### config.mk
export PLATFORM = sky130hd
export DESIGN_NAME = instruction_encoder
export DESIGN_NICKNAME = d
export VERILOG_FILES = /design/src/rtl/instruction_encoder_pkg.sv /design/src/rtl/instruction_packer.sv /design/src/rtl/instruction_encoder.sv
export SDC_FILE = /design/constraint.sdc
export NUM_CORES = 1
export LEC_CHECK = 0
export BUFFER_PORTS_ARGS = -buffer_cell sky130_fd_sc_hd__buf_2
export CAP_MARGIN = 10
export CORE_ASPECT_RATIO = 0.8
export CORE_UTILIZATION = 40
export CTS_CLUSTER_DIAMETER = 30
export CTS_CLUSTER_SIZE = 8
export DETAILED_ROUTE_END_ITERATION = 7
export GPL_TIMING_DRIVEN = 1
export PLACE_DENSITY = 0.72
export SLEW_MARGIN = 15
export SYNTH_ARGS = -nofsm -noshare
export SYNTH_HDL_FRONTEND = slang
export SYNTH_SLANG_ARGS = --single-unit
### constraint.sdc
create_clock -name clock -period 3.96 [get_ports clock]
set_clock_uncertainty 0.15 [all_clocks]
set_input_delay 0.594 -clock clock [delete_from_list [all_inputs] [get_ports clock]]
set_output_delay 0.594 -clock clock [all_outputs]
set_load 0.05 [all_outputs]
### src/rtl/instruction_encoder_pkg.sv
// Shared format codes, opcodes and FSM states for the RV32I instruction encoder.
// Range checks are expressed as "bits under mask are all equal" tests.
package instruction_encoder_pkg;

  typedef enum logic [2:0] {
    FMT_I    = 3'd0,
    FMT_S    = 3'd1,
    FMT_B    = 3'd2,
    FMT_U    = 3'd3,
    FMT_J    = 3'd4,
    FMT_LI   = 3'd5,
    FMT_RSV6 = 3'd6,
    FMT_RSV7 = 3'd7
  } fmt_e;

  typedef enum logic [1:0] {
    EMPTY      = 2'd0,
    HOLD_LAST  = 2'd1,
    HOLD_FIRST = 2'd2
  } state_e;

  localparam logic [6:0] OPCODE_LUI    = 7'h37;
  localparam logic [6:0] OPCODE_OP_IMM = 7'h13;

  localparam logic [31:0] MASK_12 = 32'hFFFF_F800;
  localparam logic [31:0] MASK_13 = 32'hFFFF_F000;
  localparam logic [31:0] MASK_21 = 32'hFFF0_0000;

  // True when every bit of v selected by mask has the same value (sign run).
  function automatic logic fits_upper(input logic [31:0] v, input logic [31:0] mask);
    return ((v & mask) == mask) || ((v & mask) == 32'd0);
  endfunction

endpackage

### src/rtl/instruction_packer.sv
// Combinational packer: places register fields and an immediate into one
// I/S/B/U/J instruction word and flags immediates that do not fit.
module instruction_packer
  import instruction_encoder_pkg::*;
(
  input  logic [2:0]  fmt,
  input  logic [6:0]  opcode,
  input  logic [2:0]  funct3,
  input  logic [4:0]  rd,
  input  logic [4:0]  rs1,
  input  logic [4:0]  rs2,
  input  logic [31:0] imm,
  output logic [31:0] inst,
  output logic        error
);

  always_comb begin
    inst  = 32'd0;
    error = 1'b0;
    case (fmt)
      FMT_I: begin
        inst  = {imm[11:0], rs1, funct3, rd, opcode};
        error = !fits_upper(imm, MASK_12);
      end
      FMT_S: begin
        inst  = {imm[11:5], rs2, rs1, funct3, imm[4:0], opcode};
        error = !fits_upper(imm, MASK_12);
      end
      FMT_B: begin
        inst  = {imm[12], imm[10:5], rs2, rs1, funct3, imm[4:1], imm[11], opcode};
        error = imm[0] || !fits_upper(imm, MASK_13);
      end
      FMT_U: begin
        inst  = {imm[31:12], rd, opcode};
        error = (imm[11:0] != 12'd0);
      end
      FMT_J: begin
        inst  = {imm[20], imm[10:1], imm[11], imm[19:12], rd, opcode};
        error = imm[0] || !fits_upper(imm, MASK_21);
      end
      default: begin
        inst  = 32'd0;
        error = 1'b1;
      end
    endcase
  end

endmodule

### src/rtl/instruction_encoder.sv
// Encodes instruction requests (including the LI pseudo-format, which may expand
// to LUI+ADDI) and streams the words through a registered valid/ready output.
module instruction_encoder
  import instruction_encoder_pkg::*;
(
  input  logic        clock,
  input  logic        reset,
  input  logic        req_valid,
  output logic        req_ready,
  input  logic [2:0]  req_format,
  input  logic [6:0]  req_opcode,
  input  logic [2:0]  req_funct3,
  input  logic [4:0]  req_rd,
  input  logic [4:0]  req_rs1,
  input  logic [4:0]  req_rs2,
  input  logic [31:0] req_imm,
  output logic        inst_valid,
  input  logic        inst_ready,
  output logic [31:0] inst,
  output logic        inst_last,
  output logic        inst_error
);

  state_e      state;
  logic [4:0]  pend_rd;
  logic [11:0] pend_lo;

  logic        req_fire;
  logic        is_li;
  logic        li_fits;
  logic        li_two;
  logic [19:0] li_hi;
  logic [2:0]  pk_fmt;
  logic [6:0]  pk_opcode;
  logic [2:0]  pk_funct3;
  logic [4:0]  pk_rs1;
  logic [31:0] pk_imm;
  logic [31:0] req_word;
  logic        req_err;
  logic [31:0] pend_word;
  logic        pend_err;

  assign req_ready = (state == EMPTY) || ((state == HOLD_LAST) && inst_ready);
  assign req_fire  = req_valid && req_ready;

  // LI is rewritten here into either ADDI rd,x0,lo or LUI rd,hi for the packer;
  // hi is rounded up by imm[11] so that hi + sign-extended lo gives back imm.
  always_comb begin
    is_li     = (req_format == FMT_LI);
    li_fits   = fits_upper(req_imm, MASK_12);
    li_hi     = req_imm[31:12] + {19'd0, req_imm[11]};
    li_two    = is_li && !li_fits && (req_imm[11:0] != 12'd0);
    pk_fmt    = req_format;
    pk_opcode = req_opcode;
    pk_funct3 = req_funct3;
    pk_rs1    = req_rs1;
    pk_imm    = req_imm;
    if (is_li) begin
      pk_funct3 = 3'd0;
      pk_rs1    = 5'd0;
      if (li_fits) begin
        pk_fmt    = FMT_I;
        pk_opcode = OPCODE_OP_IMM;
        pk_imm    = {{20{req_imm[11]}}, req_imm[11:0]};
      end else begin
        pk_fmt    = FMT_U;
        pk_opcode = OPCODE_LUI;
        pk_imm    = {li_hi, 12'd0};
      end
    end
  end

  instruction_packer u_req_packer (
    .fmt    (pk_fmt),
    .opcode (pk_opcode),
    .funct3 (pk_funct3),
    .rd     (req_rd),
    .rs1    (pk_rs1),
    .rs2    (req_rs2),
    .imm    (pk_imm),
    .inst   (req_word),
    .error  (req_err)
  );

  instruction_packer u_pend_packer (
    .fmt    (FMT_I),
    .opcode (OPCODE_OP_IMM),
    .funct3 (3'd0),
    .rd     (pend_rd),
    .rs1    (pend_rd),
    .rs2    (5'd0),
    .imm    ({{20{pend_lo[11]}}, pend_lo}),
    .inst   (pend_word),
    .error  (pend_err)
  );

  always_ff @(posedge clock) begin
    if (reset) begin
      state      <= EMPTY;
      inst_valid <= 1'b0;
      inst       <= 32'd0;
      inst_last  <= 1'b0;
      inst_error <= 1'b0;
      pend_rd    <= 5'd0;
      pend_lo    <= 12'd0;
    end else if (req_fire) begin
      inst_valid <= 1'b1;
      inst       <= req_word;
      inst_error <= is_li ? 1'b0 : req_err;
      inst_last  <= !li_two;
      state      <= li_two ? HOLD_FIRST : HOLD_LAST;
      if (li_two) begin
        pend_rd <= req_rd;
        pend_lo <= req_imm[11:0];
      end
    end else if (inst_ready) begin
      case (state)
        HOLD_FIRST: begin
          inst       <= pend_word;
          inst_error <= pend_err;
          inst_last  <= 1'b1;
          state      <= HOLD_LAST;
        end
        HOLD_LAST: begin
          inst_valid <= 1'b0;
          state      <= EMPTY;
        end
        default: ;
      endcase
    end
  end

endmodule

==> results.json <==
{
  "syn_area_um2": 3750,
  "endpoint_kind": "flop",
  "antenna_found_initial": 0,
  "ctsResizeCount": 0,
  "synth_edf_count": 0,
  "root_buffer": "clkbuf_16",
  "fmax_mhz": 302,
  "drv_slew": 0,
  "drtPass1Iterations": 5,
  "rsz0062_at_grt": "no",
  "leakage_uw": 0.00178,
  "critPathMaxStageDelay_ps": 510,
  "core_um2": 9080,
  "maxCapViolCount": 0,
  "cts_tree": "yes",
  "period_share_pct": 83.5,
  "worst_slack_ps": 652,
  "h-tree-depth": 2,
  "numClockSinks": 54,
  "dp_slack_ps": 447,
  "routabilityCongestion": 0.937,
  "yosysSeqAreaShare_pct": 28.9,
  "hold_class": "flop to flop",
  "postCtsSetupRepairBufs": 0,
  "arrival_ps": 3330,
  "syn_area_per_cell_um2": 7.55,
  "drtIter0Drc": 446,
  "critical_path_class": "input port to flop",
  "grt_pass1_wl_um": 19100,
  "synthArstFlopShare_pct": 0,
  "grt_pass1_vias": 3680,
  "io_pins": 100,
  "synth_most_common_cell": "nor2_1",
  "diodes": 0,
  "synthTopCellsByCount": "68 x nor2_1, 56 x nand2_1, 54 x dfxtp_1",
  "clock_path_buffers": 2,
  "slowest_stage": "a2111oi_2",
  "area_growth_pct": 19.9,
  "yosys_warnings": 0,
  "numCtsBuffers": 5,
  "vias": 4258,
  "outcome": "completed",
  "initial_core_util_pct": 41.3,
  "synth_nets": 563,
  "setup_viol": 0,
  "portBuffers": 99,
  "worstSetupStartpointType": "input port",
  "grt-ovfl-total": 0,
  "layout_min_cycle_time_ps": 3310,
  "ant_nets": 0,
  "fillers": 876,
  "die_w_um": 110,
  "grt_max_degree": 57,
  "layout.nets": 644,
  "crit_top_cell": "nand4_1",
  "path_clk_slew_ps": 70,
  "power.total_uw": 1590,
  "ctsHoldBuffers": 0,
  "die-height_um": 88.6,
  "synth_area_leaders": "dfxtp_1 29%, nor2_1 6.8%, nand2_1 5.6%, mux2i_1 5.1%, o21ai_0 4.1%",
  "drc_errors": 0,
  "wl_um": 12300,
  "synth_top_area_share_pct": 28.9,
  "ys_ff_latch": 54,
  "synth.distinct_cells": 66,
  "dieArea_um2": 9760,
  "viasPerCell": 6.14,
  "critPathRequiredTime_ps": 3980,
  "wire_per_inst_um": 17.8,
  "final-hold-violation-count": 0,
  "setup_tns_ps": 0,
  "grt_use_total_pct": 25.4,
  "worstPathCellList": "buf_2 -> nand3b_4 -> or3_1 -> o21a_1 -> nor4_1 -> nand4_1 -> a2111oi_2 -> nand4_1 -> a31oi_1 -> o31ai_1",
  "synth_top_area_cell": "dfxtp_1",
  "placementRows": 31,
  "synthFlopType": "dfxtp_1",
  "vdd_ir_drop_max_uv": 217,
  "powerDensity_nw_per_um2": 353,
  "worstMarginPinSlew_ps": 1020,
  "drive_above_1_share_pct": 22.8,
  "path_max_fanout": 23,
  "max_slew_margin_pct": 31.9,
  "clk_latency_ps": 290,
  "hpwlAfterDp_um": 9440,
  "syn-instance-count": 496
}
[layer usage]
| metal | GRT usage, % | part of all wire (%) |
|---|---|---|
| met4 | 6.34 | 1.7 |
| met1 | 36.8 | 46 |
| met3 | 4.42 | 9.0 |
| met2 | 39.0 | 43 |
| met5 | 0 | 0 |
[area by class of cell]
class | instances | area, um2 | area share, %
flip-flops and latches | 54 | 1080 | 24.1
clock inverters | 2 | 60.1 | 1.34
well taps | 115 | 144 | 3.20
inverters | 4 | 15.0 | 0.334
repair buffers | 106 | 548 | 12.2
multi-input cells | 406 | 2500 | 55.8
clock buffers | 6 | 139 | 3.09
[sequential cells by signal, indices dropped and copies added, names as in the netlist]
name / cells
inst: 32
pend_lo: 12
pend_rd: 5
state: 2
inst_error: 1
inst_last: 1
inst_valid: 1
[metrics by stage]
stage / utilization [%] / hold slack, ps / instance area, um2 / std cells
final: 49.5 / 324 / 4490 / 693
after global placement: 47.3 / 304 / 4290 / 685
after detailed placement: 47.3 / 316 / 4290 / 685
after floorplan: - / 304 / 3750 / 496
after CTS: 49.5 / 326 / 4490 / 693
after global routing: 49.5 / 341 / 4490 / 693
[power by group]
| group | switching (uW) | leakage [uW] | internal (uW) |
|---|---|---|---|
| registers | 19.6 | 0.000443 | 576 |
| clock network | 194 | 0.0000971 | 380 |
| logic | 291 | 0.00124 | 126 |
| total | 505 | 0.00178 | 1080 |
[cell families after synthesis]
| group | Yosys count | synth area share (%) |
|---|---|---|
| AND/OR/NAND/NOR | 224 | 30.4 |
| adder cells (fa/ha/maj) | 3 | 1.00 |
| buffers and inverters | 36 | 4.37 |
| multiplexers | 19 | 5.08 |
| XOR/XNOR | 10 | 2.34 |
| AO/OA/AOI/OAI | 150 | 27.9 |
| flip-flops | 54 | 28.9 |
[worst paths after layout]
check | startpoint | depth (start not counted) | end | slack [ps]
worst max-delay path | req_format[2] | 10 | inst_error | 650
worst min-delay path | inst[11] | 2 | inst[11] | 320
worst max register to register | state[1] | 8 | pend_lo[5] | 1610
worst min register to register | inst[11] | 2 | inst[11] | 320
[cell usage in the layout, fill, tap and decap left out, drive strengths merged, types with 5 or more instances in the layout]
master / n
buf: 106
nor2: 70
nand2: 56
dfxtp: 54
o21ai: 33
a21oi: 28
mux2i: 19
a211oi: 19
a22oi: 16
nand3: 15
nor3: 15
nand4: 13
nor4: 12
o21a: 9
nand2b: 7
nor2b: 6
xnor2: 6
and2: 6
clkbuf: 6
o31ai: 5
a221oi: 5
o22ai: 5
and4: 5
[worst max-delay path: cells and delay by family]
family                 cells  cell delay, ps
buffers and inverters      1             340
AO/OA/AOI/OAI              4            1000
AND/OR/NAND/NOR            5            1380
Power figures use the tool's default switching activity.
